<file path="config.mk">
export PLATFORM = sky130hd
export DESIGN_NAME = doodle_physics_flat
export DESIGN_NICKNAME = d
export VERILOG_FILES = /design/src/rtl/doodle_pkg.sv /design/src/rtl/doodle_if.sv /design/src/rtl/doodle_step_gen.sv /design/src/rtl/doodle_physics.sv /design/src/flat_wrapper.sv
export SDC_FILE = /design/constraint.sdc
export NUM_CORES = 1
export LEC_CHECK = 0
export CORE_ASPECT_RATIO = 0.8
export CORE_UTILIZATION = 32
export CTS_CLUSTER_DIAMETER = 30
export CTS_CLUSTER_SIZE = 25
export DETAILED_ROUTE_END_ITERATION = 6
export HOLD_SLACK_MARGIN = 0.08
export PLACE_DENSITY = 0.55
export SETUP_SLACK_MARGIN = 0.2
export SLEW_MARGIN = 30
export SYNTH_ARGS = -nofsm -noshare
export SYNTH_HDL_FRONTEND = slang
export SYNTH_SLANG_ARGS = --single-unit
</file>
<file path="constraint.sdc">
create_clock -name clk -period 2.6 [get_ports clk]
set_input_delay 0.39 -clock clk [delete_from_list [all_inputs] [get_ports clk]]
set_output_delay 0.39 -clock clk [all_outputs]
set_load 0.02 [all_outputs]
</file>
<file path="src/rtl/doodle_pkg.sv">
// doodle_pkg: shared states, fraction base and screen bounds for the doodle physics slice
package doodle_pkg;
  typedef enum logic [1:0] {IDLE = 2'd0, RISE = 2'd1, FALL = 2'd2, DEAD = 2'd3} state_t;
  localparam int FRAC = 16;
  localparam int Y_TOP = 34;
  localparam int Y_BOT = 514;
  localparam int X_LEFT = 150;
  localparam int X_RIGHT = 800;
  localparam int STEP_PX = 2;
endpackage

</file>
<file path="src/rtl/doodle_if.sv">
// doodle_if: physics-to-controller bus; score port present only with DOODLE_SCORE_EN
interface doodle_if;
  logic       tick;
  logic       start;
  logic       on_platform;
  logic [9:0] ypos;
  logic       up;
  logic       down;
  logic [9:0] v_counter;
  logic       game_over;
  logic [1:0] state_o;
`ifdef DOODLE_SCORE_EN
  logic [15:0] score;
`endif
  modport master (
    input tick, start, on_platform, ypos,
    output up, down, v_counter, game_over, state_o
`ifdef DOODLE_SCORE_EN
    , output score
`endif
  );
  modport slave (
    output tick, start, on_platform, ypos,
    input up, down, v_counter, game_over, state_o
`ifdef DOODLE_SCORE_EN
    , input score
`endif
  );
endinterface

</file>
<file path="src/rtl/doodle_step_gen.sv">
// doodle_step_gen: fractional accumulator turning a 1/16 velocity into whole move events
module doodle_step_gen
  import doodle_pkg::*;
(
  input  logic       clk,
  input  logic       rst,
  input  logic       tick,
  input  logic       clear,
  input  logic [4:0] vel,
  output logic       move
);
  logic [3:0] acc;
  logic [4:0] sum;
  assign sum = {1'b0, acc} + vel;
  assign move = sum >= 5'(FRAC);
  // The fraction wraps at 16, so the low nibble of the sum is the new remainder either way
  always_ff @(posedge clk or posedge rst)
    if (rst) acc <= '0;
    else acc <= clear ? '0 : tick ? sum[3:0] : acc;
endmodule

</file>
<file path="src/rtl/doodle_physics.sv">
// doodle_physics: jump/gravity FSM producing up/down strobes and world scroll; DOODLE_SCORE_EN adds score
module doodle_physics
  import doodle_pkg::*;
#(
  parameter int JUMP_VEL     = 16,
  parameter int MAX_FALL_VEL = 16,
  parameter int GRAV_PERIOD  = 4,
  parameter int SCROLL_Y     = 200,
  parameter int FLOOR_Y      = doodle_pkg::Y_BOT,
  parameter int STEP_PX      = doodle_pkg::STEP_PX
) (
  input logic      clk,
  input logic      rst,
  doodle_if.master bus
);
  state_t      state, state_n;
  logic [4:0]  vel, vel_n;
  logic [7:0]  gcnt, gcnt_n;
  logic        up, up_n, down, down_n;
  logic [9:0]  v_counter, vc_n;
  logic        clr, step_tick, move, g_wrap;
`ifdef DOODLE_SCORE_EN
  logic [15:0] score, score_n;
  assign bus.score = score;
`endif
  assign g_wrap = gcnt == 8'(GRAV_PERIOD - 1);
  assign bus.up = up;
  assign bus.down = down;
  assign bus.v_counter = v_counter;
  assign bus.game_over = state == DEAD;
  assign bus.state_o = state;
  doodle_step_gen u_step (
    .clk(clk), .rst(rst), .tick(step_tick), .clear(clr), .vel(vel), .move(move)
  );
  // Next-state, velocity/gravity, scroll and strobe decisions for the current tick
  always_comb begin
    state_n = state;
    vel_n = vel;
    gcnt_n = gcnt;
    up_n = 1'b0;
    down_n = 1'b0;
    vc_n = v_counter;
    clr = 1'b0;
    step_tick = 1'b0;
`ifdef DOODLE_SCORE_EN
    score_n = score;
`endif
    case (state)
      IDLE: if (bus.start) begin
        state_n = RISE;
        vel_n = 5'(JUMP_VEL);
        gcnt_n = '0;
        clr = 1'b1;
      end
      RISE: if (bus.tick) begin
        step_tick = 1'b1;
        up_n = move && bus.ypos > 10'(SCROLL_Y);
        if (move && bus.ypos <= 10'(SCROLL_Y)) begin
          vc_n = v_counter + 10'(STEP_PX);
`ifdef DOODLE_SCORE_EN
          score_n = score > 16'hFFFF - 16'(STEP_PX) ? 16'hFFFF : score + 16'(STEP_PX);
`endif
        end
        gcnt_n = g_wrap ? '0 : gcnt + 8'd1;
        vel_n = g_wrap ? vel - 5'd1 : vel;
        if (vel_n == 5'd0) begin
          state_n = FALL;
          gcnt_n = '0;
          clr = 1'b1;
        end
      end
      FALL: if (bus.tick) begin
        if (bus.on_platform) begin
          state_n = RISE;
          vel_n = 5'(JUMP_VEL);
          gcnt_n = '0;
          clr = 1'b1;
        end else if (bus.ypos >= 10'(FLOOR_Y)) begin
          state_n = DEAD;
        end else begin
          step_tick = 1'b1;
          down_n = move;
          gcnt_n = g_wrap ? '0 : gcnt + 8'd1;
          vel_n = g_wrap && vel < 5'(MAX_FALL_VEL) ? vel + 5'd1 : vel;
        end
      end
      default: ;
    endcase
  end
  // State and datapath registers; reset clears any in-flight strobe at once
  always_ff @(posedge clk or posedge rst)
    if (rst) begin
      state <= IDLE;
      vel <= '0;
      gcnt <= '0;
      up <= 1'b0;
      down <= 1'b0;
      v_counter <= '0;
`ifdef DOODLE_SCORE_EN
      score <= '0;
`endif
    end else begin
      state <= state_n;
      vel <= vel_n;
      gcnt <= gcnt_n;
      up <= up_n;
      down <= down_n;
      v_counter <= vc_n;
`ifdef DOODLE_SCORE_EN
      score <= score_n;
`endif
    end
endmodule

</file>
<file path="src/flat_wrapper.sv">
// flat-port wrapper written by rule: the top's interface ports become plain ports
module doodle_physics_flat import doodle_pkg::*;
#(
  parameter int JUMP_VEL     = 16,
  parameter int MAX_FALL_VEL = 16,
  parameter int GRAV_PERIOD  = 4,
  parameter int SCROLL_Y     = 200,
  parameter int FLOOR_Y      = doodle_pkg::Y_BOT,
  parameter int STEP_PX      = doodle_pkg::STEP_PX
)
  (clk, rst, bus_tick, bus_start, bus_on_platform, bus_ypos, bus_up, bus_down, bus_v_counter, bus_game_over, bus_state_o);
  doodle_if bus_i ();
  input logic clk;
  input logic rst;
  input wire logic [$bits(bus_i.tick)-1:0] bus_tick;
  input wire logic [$bits(bus_i.start)-1:0] bus_start;
  input wire logic [$bits(bus_i.on_platform)-1:0] bus_on_platform;
  input wire logic [$bits(bus_i.ypos)-1:0] bus_ypos;
  output wire logic [$bits(bus_i.up)-1:0] bus_up;
  output wire logic [$bits(bus_i.down)-1:0] bus_down;
  output wire logic [$bits(bus_i.v_counter)-1:0] bus_v_counter;
  output wire logic [$bits(bus_i.game_over)-1:0] bus_game_over;
  output wire logic [$bits(bus_i.state_o)-1:0] bus_state_o;
  assign bus_i.tick = bus_tick;
  assign bus_i.start = bus_start;
  assign bus_i.on_platform = bus_on_platform;
  assign bus_i.ypos = bus_ypos;
  assign bus_up = bus_i.up;
  assign bus_down = bus_i.down;
  assign bus_v_counter = bus_i.v_counter;
  assign bus_game_over = bus_i.game_over;
  assign bus_state_o = bus_i.state_o;
  doodle_physics #(.JUMP_VEL(JUMP_VEL), .MAX_FALL_VEL(MAX_FALL_VEL), .GRAV_PERIOD(GRAV_PERIOD), .SCROLL_Y(SCROLL_Y), .FLOOR_Y(FLOOR_Y), .STEP_PX(STEP_PX)) u_core (.clk(clk), .rst(rst), .bus(bus_i));
endmodule
</file>
== Word-level counts from Yosys, hierarchy flattened ==
Cells that the tools add are included.

* Logic and storage cells: 81
* Output and inout port bits: 15
* Register bits after elaboration: 31
* Bits of input ports: 15

* Add/sub/neg operators: 5
* Muxes and demuxes: 42
* Equality and inequality tests: 11
* Magnitude comparators: 5
* Reduce and logical (&&, ||, !) cells: 11

{| class="wikitable"
|+ Operator list
! cell !! number
|-
| 8-bit 2-to-1 mux || 7
|-
| 5-bit 2-to-1 mux || 7
|-
| 8-bit case mux with 3 select lines || 1
|-
| 1-bit 2-to-1 mux || 15
|-
| 5-bit case mux with 3 select lines || 1
|-
| 2-bit 2-to-1 mux || 6
|-
| 6-bit AND reduction || 2
|-
| 10-bit by 2-bit adder with 10-bit output, second input constant || 1
|-
| 10-bit greater-or-equal comparator, second input constant || 1
|-
| 10-bit by 8-bit > comparator with 1-bit output, second input constant || 1
|-
| 10-bit by 8-bit <= comparator with 1-bit output, second input constant || 1
|-
| 8-bit by 1-bit adder with 8-bit output, second input constant || 1
|-
| 8-bit by 2-bit equality test with 1-bit output, second input constant || 1
|-
| 4-bit 2-to-1 mux || 2
|-
| 2-bit inequality test, second input constant || 3
|-
| 3-bit by 2-bit inequality test with 1-bit output, second input constant || 2
|-
| 2-bit case mux with 3 select lines || 1
|-
| 4-bit by 5-bit adder with 5-bit output || 1
|-
| 5-bit by 1-bit adder with 5-bit output, second input constant || 1
|-
| 5-bit greater-or-equal comparator, second input constant || 1
|-
| 5-bit logical NOT || 1
|-
| 5-bit < comparator, second input constant || 1
|-
| 5-bit AND reduction || 1
|-
| 5-bit by 1-bit subtractor with 5-bit output, second input constant || 1
|-
| 11 further kinds || 14
|}

== Logic depth before layout (Yosys ltp) ==
Gate-level depths: netlist of run 1.

* Depth after elaboration: 7
* Mapped depth: 10

== Cells and area by module ==
A second synthesis of run 1 with hierarchy kept.

* Cells, all modules: 235
* Area total of the unflattened synthesis: 2258.4 µm²

{| class="wikitable"
|+ By module, submodules not included
! module !! times used !! sequential area each (µm²) !! cells an instance !! area each (µm²)
|-
| doodle_physics || 1 || 650.6 || 203 || 1948.1
|-
| doodle_step_gen || 1 || 100.1 || 32 || 310.3
|}

== Least setup slack after synthesis of run 1 ==
OpenSTA, ideal clock, no wires.

* Path type: register -> register
* Start point: register u_core.vel[0]
* End point: register u_core.v_counter[2], in the netlist u_core.bus.v_counter[2]
* Setup time: 0.125 ns
* Arrival time: 2.186 ns
* Buffers on the path: 1
* Cell stages (with the launch flop): 10
* Data required time: 2.475 ns
* Path slack: 0.289 ns
* Cells stage by stage: dfrtp_1 > ha_1 > inv_1 > fa_1 > nor2b_1 > o21ai_0 > a21oi_1 > o21a_1 > clkbuf_1 > mux2_2

* Cells in the longest elaborated chain, start to end: 4

{| class="wikitable"
|+ RTL lines
! element !! line !! text
|-
| start: declaration || doodle_physics.sv:17 || <nowiki>logic [4:0] vel, vel_n;</nowiki>
|-
| start signal: assignment || doodle_physics.sv:104 || <nowiki>vel <= vel_n;</nowiki>
|-
| 4-bit by 5-bit adder with 5-bit output || doodle_step_gen.sv:14 || <nowiki>assign sum = {1'b0, acc} + vel;</nowiki>
|-
| 5-bit greater-or-equal comparator || doodle_step_gen.sv:15 || <nowiki>assign move = sum >= 5'(FRAC);</nowiki>
|-
| 1-bit logical AND || doodle_physics.sv:58 || <nowiki>if (move && bus.ypos <= 10'(SCROLL_Y)) begin</nowiki>
|-
| 3-bit AND reduction (no source line) || -- ||
|-
| end signal: assignment || doodle_physics.sv:108 || <nowiki>v_counter <= vc_n;</nowiki>
|-
| end: declaration || doodle_physics.sv:20 || <nowiki>logic [9:0] v_counter, vc_n;</nowiki>
|}

Every way passes these cells.
A chain may end at the register's enable or synchronous reset.

== Final worst setup path of run 1 ==
* Start point: register u_core.gcnt[0]
* End point: register u_core.u_step.acc[1]

* Cells in the longest elaborated chain, start to end: 7

{| class="wikitable"
|+ RTL lines
! element !! line !! text
|-
| start: declaration || doodle_physics.sv:18 || <nowiki>logic [7:0] gcnt, gcnt_n;</nowiki>
|-
| start signal: assignment || doodle_physics.sv:105 || <nowiki>gcnt <= gcnt_n;</nowiki>
|-
| 8-bit by 2-bit equality test with 1-bit output * || doodle_physics.sv:26 || <nowiki>assign g_wrap = gcnt == 8'(GRAV_PERIOD - 1);</nowiki>
|-
| 5-bit 2-to-1 mux * || doodle_physics.sv:65 || <nowiki>vel_n = g_wrap ? vel - 5'd1 : vel;</nowiki>
|-
| 5-bit logical NOT * || doodle_physics.sv:66 || <nowiki>if (vel_n == 5'd0) begin</nowiki>
|-
| 1-bit 2-to-1 mux * || doodle_physics.sv:66 ||
|-
| 1-bit 2-to-1 mux * || doodle_physics.sv:55 || <nowiki>RISE: if (bus.tick) begin</nowiki>
|-
| 1-bit case mux with 3 select lines * || doodle_physics.sv:48 || <nowiki>case (state)</nowiki>
|-
| 4-bit 2-to-1 mux or 2-bit nonzero test (tied branches) || -- ||
|-
| end signal: assignment || doodle_step_gen.sv:19 || <nowiki>else acc <= clear ? '0 : tick ? sum[3:0] : acc;</nowiki>
|-
| end: declaration || doodle_step_gen.sv:12 || <nowiki>logic [3:0] acc;</nowiki>
|}

Every way passes the cells marked *; elsewhere a longest branch is shown, timed or not.

==> flow_summary.json, run 1 <==
{
  "antenna_found_initial": 0,
  "r2r_end": "u_core.u_step.acc[1]$_DFFE_PP0P_",
  "hold_viol_final": 0,
  "min_path_type": "register to register",
  "crit_path_start_kind": "register",
  "stdcell_area_um2": 2590,
  "arrival_ns": 2.43,
  "netlist_area_um2": 2010,
  "cts.root.buffer_cell": "clkbuf_8",
  "cts_buffers": 5,
  "r2r_cells": 8,
  "multiInputGateArea_um2": 1210,
  "antenna_cells": 0,
  "track_usage_pct": 15.5,
  "async_flop_share_pct": 100,
  "slowest_delay_ns": 0.43,
  "fin_skew_ns": 0.00556,
  "drv_cap": 0,
  "layout_worst_path_cycle_share_pct": 87.1,
  "crit_end": "u_core.u_step.acc[1]$_DFFE_PP0P_",
  "register_area_um2": 751,
  "switching_share_pct": 21.9,
  "ys.flop_type": "dfrtp_1",
  "ant_nets": 0,
  "synth_edf_count": 0,
  "path_class": "register to register",
  "grt_setup_unrepaired": "false",
  "io_pins": 30,
  "grt_max_degree": 31,
  "first_pass_iters": 4,
  "place_hpwl_um": 3390,
  "wl_per_cell_um": 13.7,
  "cpMostUsedCell": "buf_4",
  "drv_slew": 0,
  "grt_pass1_vias": 1600,
  "htree_levels": 2,
  "internal_power_mw": 0.693,
  "insertion_delay_ns": 0.28,
  "rows": 25,
  "setup_ws_ns": 0.336,
  "wl_um": 4680,
  "power_mw": 0.887,
  "synth.avg_cell_area_um2": 9.18,
  "pwr-share-seq_pct": 52.6,
  "tns_ns": 0,
  "powerDensity_nw_per_um2": 343,
  "grt_pass1_wl_um": 7980,
  "placed_cell_area_um2": 2420,
  "portBuffers": 28,
  "ir_drop_mv": 0.157,
  "start_util_pct": 33.7,
  "cts_tree": "done",
  "synth_seq_cells": 30,
  "cts_buffer_depth": 2,
  "drive_gt1_share_pct": 14.2,
  "r2r-start": "u_core.gcnt[0]$_DFFE_PP0P_",
  "fillers": 592,
  "dieArea_um2": 6610,
  "cts_num_sinks": 30,
  "critPathMaxFanout": 5,
  "cts_hold_buf": 0,
  "status": "completed",
  "routed_via_density": 4.93,
  "fmax_mhz": 442,
  "area.growth.synth_to_final_pct": 28.8,
  "final.min_clock_period_ns": 2.26,
  "setup_viol": 0,
  "syn_inst": 219,
  "cp_cell_sequence": "ha_2 -> or3b_4 -> o41ai_4 -> o211ai_2 -> buf_4 -> a211oi_2 -> buf_4 -> a211oi_1",
  "critPathLaunch": "u_core.gcnt[0]$_DFFE_PP0P_",
  "leakagePower_nw": 1.04,
  "drc": 0,
  "grt.overflow.total": 0,
  "core_um2": 5970,
  "clkSlewWorstSetupHoldPaths_ns": 0.06,
  "synth_warnings": 0,
  "gp_congestion": 0.739,
  "p_switching_mw": 0.194,
  "syn-num-nets": 248,
  "die_w_um": 90.6,
  "critPathRequiredTime_ns": 2.76,
  "crit_slowest_cell": "or3b_4",
  "comb_power_share_pct": 4.6,
  "end_kind": "register",
  "hold_ws_ns": 0.483,
  "p_clk_share_pct": 42.8,
  "drt_iter0_drc": 96,
  "die_h_um": 72.9,
  "reg2reg_slack_ns": 0.34,
  "fin_nets": 290,
  "synth_cell_types": 55,
  "vias": 1682,
  "preCtsSetupSlack_ns": 0.0675,
  "ys_seq_area_share_pct": 37.3
}
==> power by group through the flow <==
stage | clock network, mW | logic (mW) | registers [mW]
6_report | 0.380 | 0.0411 | 0.467
5_1_grt | 0.413 | 0.0463 | 0.466
4_1_cts | 0.396 | 0.0425 | 0.467
3_5_place_dp | 0 | 0.0420 | 0.475
3_3_place_gp | 0 | 0.0420 | 0.475
2_1_floorplan | 0 | 0.0138 | 0.475
==> critical path, delay by kind of cell, from the launching register on <==
family / cells / cell delay [ns]
AOI/OAI and AO/OA: 4 / 0.74
and+or+nand+nor: 1 / 0.43
DFF: 1 / 0.39
buffers and inverters: 2 / 0.35
adders and majority gates: 1 / 0.23
==> cells in the mapped netlist (5+ instances only) <==
cell / count / area, µm²
inv_1: 10 / 37.5
dfrtp_1: 30 / 751
nor3_1: 7 / 35.0
ha_1: 13 / 163
nand3_1: 6 / 30.0
o21ai_0: 12 / 60.1
a21oi_1: 9 / 45.0
nor2_1: 12 / 45.0
o21ai_1: 6 / 30.0
xnor2_1: 10 / 87.6
mux2i_1: 5 / 50.1
clkbuf_1: 6 / 22.5
nand2_1: 25 / 93.8
==> flip-flops by register name (all words and copies together), names as in the netlist <==
name,flops
u_core.vel,5
u_core.bus.down,1
u_core.bus.v_counter,9
u_core.bus.state_o,2
u_core.gcnt,8
u_core.u_step.acc,4
u_core.bus.up,1
==> cells in the final DEF (no fill, tap or decap), types with 4 or more instances in the layout <==
cell type and n:
nand4_1 4, clkdlybuf4s50_1 28, nor2_1 12, o21ai_0 11, ha_1 10, a21oi_1 9
mux2i_1 5, buf_4 13, and3_1 4, nand2_1 25, xnor2_1 10, inv_1 10
clkbuf_8 6, o21ai_1 7, or4_1 4, nor3_1 6, dfrtp_1 30, nand3_1 6
==> through the flow <==
stage | util (%) | instances
finish | 43.4 | 341
CTS | 42.5 | 338
floorplan | - | 219
detailed placement | 40.6 | 329
global route | 43.4 | 341
global placement | 40.6 | 329
==> final cells by class <==
cell class / count / area share (%)
Clock buffer: 6 / 3.19
Tap cell: 81 / 3.91
Inverter: 11 / 1.59
Timing Repair Buffer: 43 / 15.6
Sequential cell: 30 / 29.0
Multi-Input combinational cell: 170 / 46.8
==> worst min-delay path by stage <==
stage | slack (ns) | from | depth (start not counted) | end
floorplan | 0.47 | u_core.gcnt[0]$_DFFE_PP0P_ | 1 | u_core.gcnt[0]$_DFFE_PP0P_
global placement | 0.46 | u_core.bus.v_counter[9]$_DFFE_PP0P_ | 1 | u_core.bus.v_counter[9]$_DFFE_PP0P_
detailed placement | 0.48 | u_core.bus.v_counter[9]$_DFFE_PP0P_ | 1 | u_core.bus.v_counter[9]$_DFFE_PP0P_
CTS | 0.49 | u_core.bus.v_counter[9]$_DFFE_PP0P_ | 1 | u_core.bus.v_counter[9]$_DFFE_PP0P_
global route | 0.51 | u_core.bus.v_counter[6]$_DFFE_PP0P_ | 1 | u_core.bus.v_counter[6]$_DFFE_PP0P_
finish | 0.48 | u_core.bus.v_counter[9]$_DFFE_PP0P_ | 1 | u_core.bus.v_counter[9]$_DFFE_PP0P_
==> metal layers <==
layer | vias up | track usage [%] | share of wire, %
li1 | 867 | - | -
met1 | 780 | 23.2 | 55
met2 | 33 | 21.6 | 40
met3 | 2 | 4.06 | 3.5
met4 | 0 | 4.84 | 0.79
met5 | - | 0 | 0
==> what timing repair did <==
action	CTS	global route
endpoints found under the setup margin	4	19
buffers inserted	3	3
pin swaps	2	4
gates resized for setup	3	6
==> cell families after synthesis <==
group           synth area share, %
flops                          37.3
simple gates                   21.5
xor+xnor                       5.66
fa+ha+maj                      9.09
mux                            3.05
buf+inv                        3.80
compound gates                 19.4
other cells                   0.187
Note: power is estimated with default switching activity, not from simulation.
==> run 2, diff against run 1 <==
--- a/config.mk
+++ b/config.mk
@@ -12,7 +12,6 @@
 export DETAILED_ROUTE_END_ITERATION = 6
 export HOLD_SLACK_MARGIN = 0.08
 export PLACE_DENSITY = 0.55
-export SETUP_SLACK_MARGIN = 0.2
 export SLEW_MARGIN = 30
 export SYNTH_ARGS = -nofsm -noshare
 export SYNTH_HDL_FRONTEND = slang
==> run 2 against run 1 <==
Net effect: sequential power is essentially flat; global-route usage shrank 0.23 points; die area is the same; power grew 0.17%; combinational power is essentially flat; cell area shrank 1.7%; final cell count shrank 0.88%; hold slack gained 0.0031 ns; non-clock buffer count shrank 3; critical path type unchanged; critical endpoint is now u_core.gcnt[7]$_DFFE_PP0P_; largest power group unchanged.
==> flow_summary.json, run 2 (synthesis gave the netlist of run 1 again) <==
{
  "grt_pass1_wl_um": 7890,
  "crit_path_start_kind": "register",
  "crit_slowest_cell": "or3b_2",
  "portBuffers": 28,
  "gp_congestion": 0.739,
  "clkSlewWorstSetupHoldPaths_ns": 0.07,
  "dieArea_um2": 6610,
  "core_um2": 5970,
  "cts.root.buffer_cell": "clkbuf_8",
  "placed_cells": 329,
  "fmax_mhz": 399,
  "cts_tree": "done",
  "area.growth.synth_to_final_pct": 26.6,
  "fin_nets": 287,
  "grt_pass1_vias": 1591,
  "stdcell_count": 338,
  "wl_um": 4660,
  "insertion_delay_ns": 0.28,
  "antenna_found_initial": 0,
  "wl_per_cell_um": 13.8,
  "ant_nets": 0,
  "grt_max_degree": 31,
  "cts_num_sinks": 30,
  "drv_slew": 0,
  "final_cell_mix": "30 x dfrtp_1, 28 x clkdlybuf4s50_1, 25 x nand2_1, 13 x ha_1",
  "cp_cell_sequence": "ha_1 -> or3b_2 -> nor2_1 -> nor3_1 -> a21oi_4 -> buf_2 -> buf_4 -> o21ai_1",
  "largest_reg_flops": 9,
  "status": "completed",
  "critPathLaunch": "u_core.gcnt[0]$_DFFE_PP0P_",
  "arrival_ns": 2.67,
  "power_mw": 0.889,
  "critPathMaxFanout": 6,
  "die_w_um": 90.6,
  "min_path_type": "primary input to async pin",
  "multiInputGateArea_um2": 1200,
  "reg_top3": "u_core.bus.v_counter x9, u_core.gcnt x8, u_core.vel x5",
  "fillers": 591,
  "cp_num_buf_inv": 2,
  "drt_iter0_drc": 111,
  "path_class": "register to register",
  "die_h_um": 72.9,
  "layout_commonest_cell": "dfrtp_1",
  "grt.overflow.total": 0,
  "top_register": "u_core.bus.v_counter",
  "layout_worst_path_cycle_share_pct": 96.3,
  "vias": 1688,
  "cts_buffer_depth": 2,
  "leakagePower_nw": 1.02,
  "r2r-start": "u_core.gcnt[0]$_DFFE_PP0P_",
  "final.min_clock_period_ns": 2.50,
  "routed_via_density": 4.99,
  "setup_viol": 0,
  "rows": 25,
  "drive_gt1_share_pct": 10.9,
  "drc": 0,
  "stdcell_area_um2": 2540,
  "cts_hold_buf": 0,
  "cts_buffers": 5,
  "track_usage_pct": 15.3,
  "io_pins": 30,
  "ir_drop_mv": 0.157,
  "hold_viol_final": 0,
  "antenna_cells": 0,
  "crit_family": "simple AND/OR/NAND/NOR gates",
  "powerDensity_nw_per_um2": 349,
  "end_kind": "register",
  "critPathRequiredTime_ns": 2.77,
  "htree_levels": 2,
  "drv_cap": 0,
  "fin_skew_ns": 0.00449,
  "hold_ws_ns": 0.486,
  "register_area_um2": 751,
  "place_hpwl_um": 3390,
  "slowest_delay_ns": 0.54,
  "placed_cell_area_um2": 2420,
  "first_pass_iters": 4,
  "start_util_pct": 33.7
}
-- run 2: final timing paths --
kind	endpoint	slack (ns)	depth (start not counted)
max in group asynchronous	u_core.gcnt[6]$_DFFE_PP0P_	1.82	3
max reg2reg	u_core.gcnt[7]$_DFFE_PP0P_	0.1	8
min	u_core.vel[4]$_DFFE_PP0P_	0.49	3
min reg2reg	u_core.bus.v_counter[9]$_DFFE_PP0P_	0.49	1
min in group clk	u_core.bus.v_counter[9]$_DFFE_PP0P_	0.49	1
max	u_core.gcnt[7]$_DFFE_PP0P_	0.1	8
-- run 2: layout make-up --
class                      instances  share of cell area, %
multi-input combinational        170                   47.2
tap                               81                   3.98
inverter                          11                   1.62
clock buffer                       6                   3.24
sequential                        30                   29.5
timing repair buffer              40                   14.5
-- run 2: routing by layer --
layer,share of wire (%),vias to the layer above,track usage [%],wire length [µm]
li1,-,863,-,-
met1,54,778,22.6,2530
met4,0.79,0,4.84,37
met5,0,-,0,0
met2,39,45,21.5,1810
met3,5.9,2,4.06,277
-- run 2: worst reg2reg max path, cell delays in order, from the launching register on --
cell and delay (ns):
dfrtp_1 0.40, ha_1 0.25, or3b_2 0.54, nor2_1 0.39
nor3_1 0.18, a21oi_4 0.24, buf_2 0.22, buf_4 0.12
o21ai_1 0.06
-- run 2: report_power, final --
group / internal (mW) / leakage, nW / switching [mW]
Combinational: 0.0224 / 0.577 / 0.0186
Clock: 0.204 / 0.0431 / 0.177
Sequential: 0.467 / 0.404 / 0
-- run 2: repair_timing --
item,in CTS,in global routing
setup buffers,0,3
gates resized for setup,0,2
setup endpoints to repair,0,1
-- run 2: stage by stage --
step,setup TNS (ns),setup slack (ns),utilization (%)
floorplan,0,0.289,-
global placement,0,0.0992,40.6
detailed placement,0,0.0675,40.6
CTS,0,0.140,42.0
global route,-0.00156,-0.00156,42.6
finish,0,0.0960,42.6
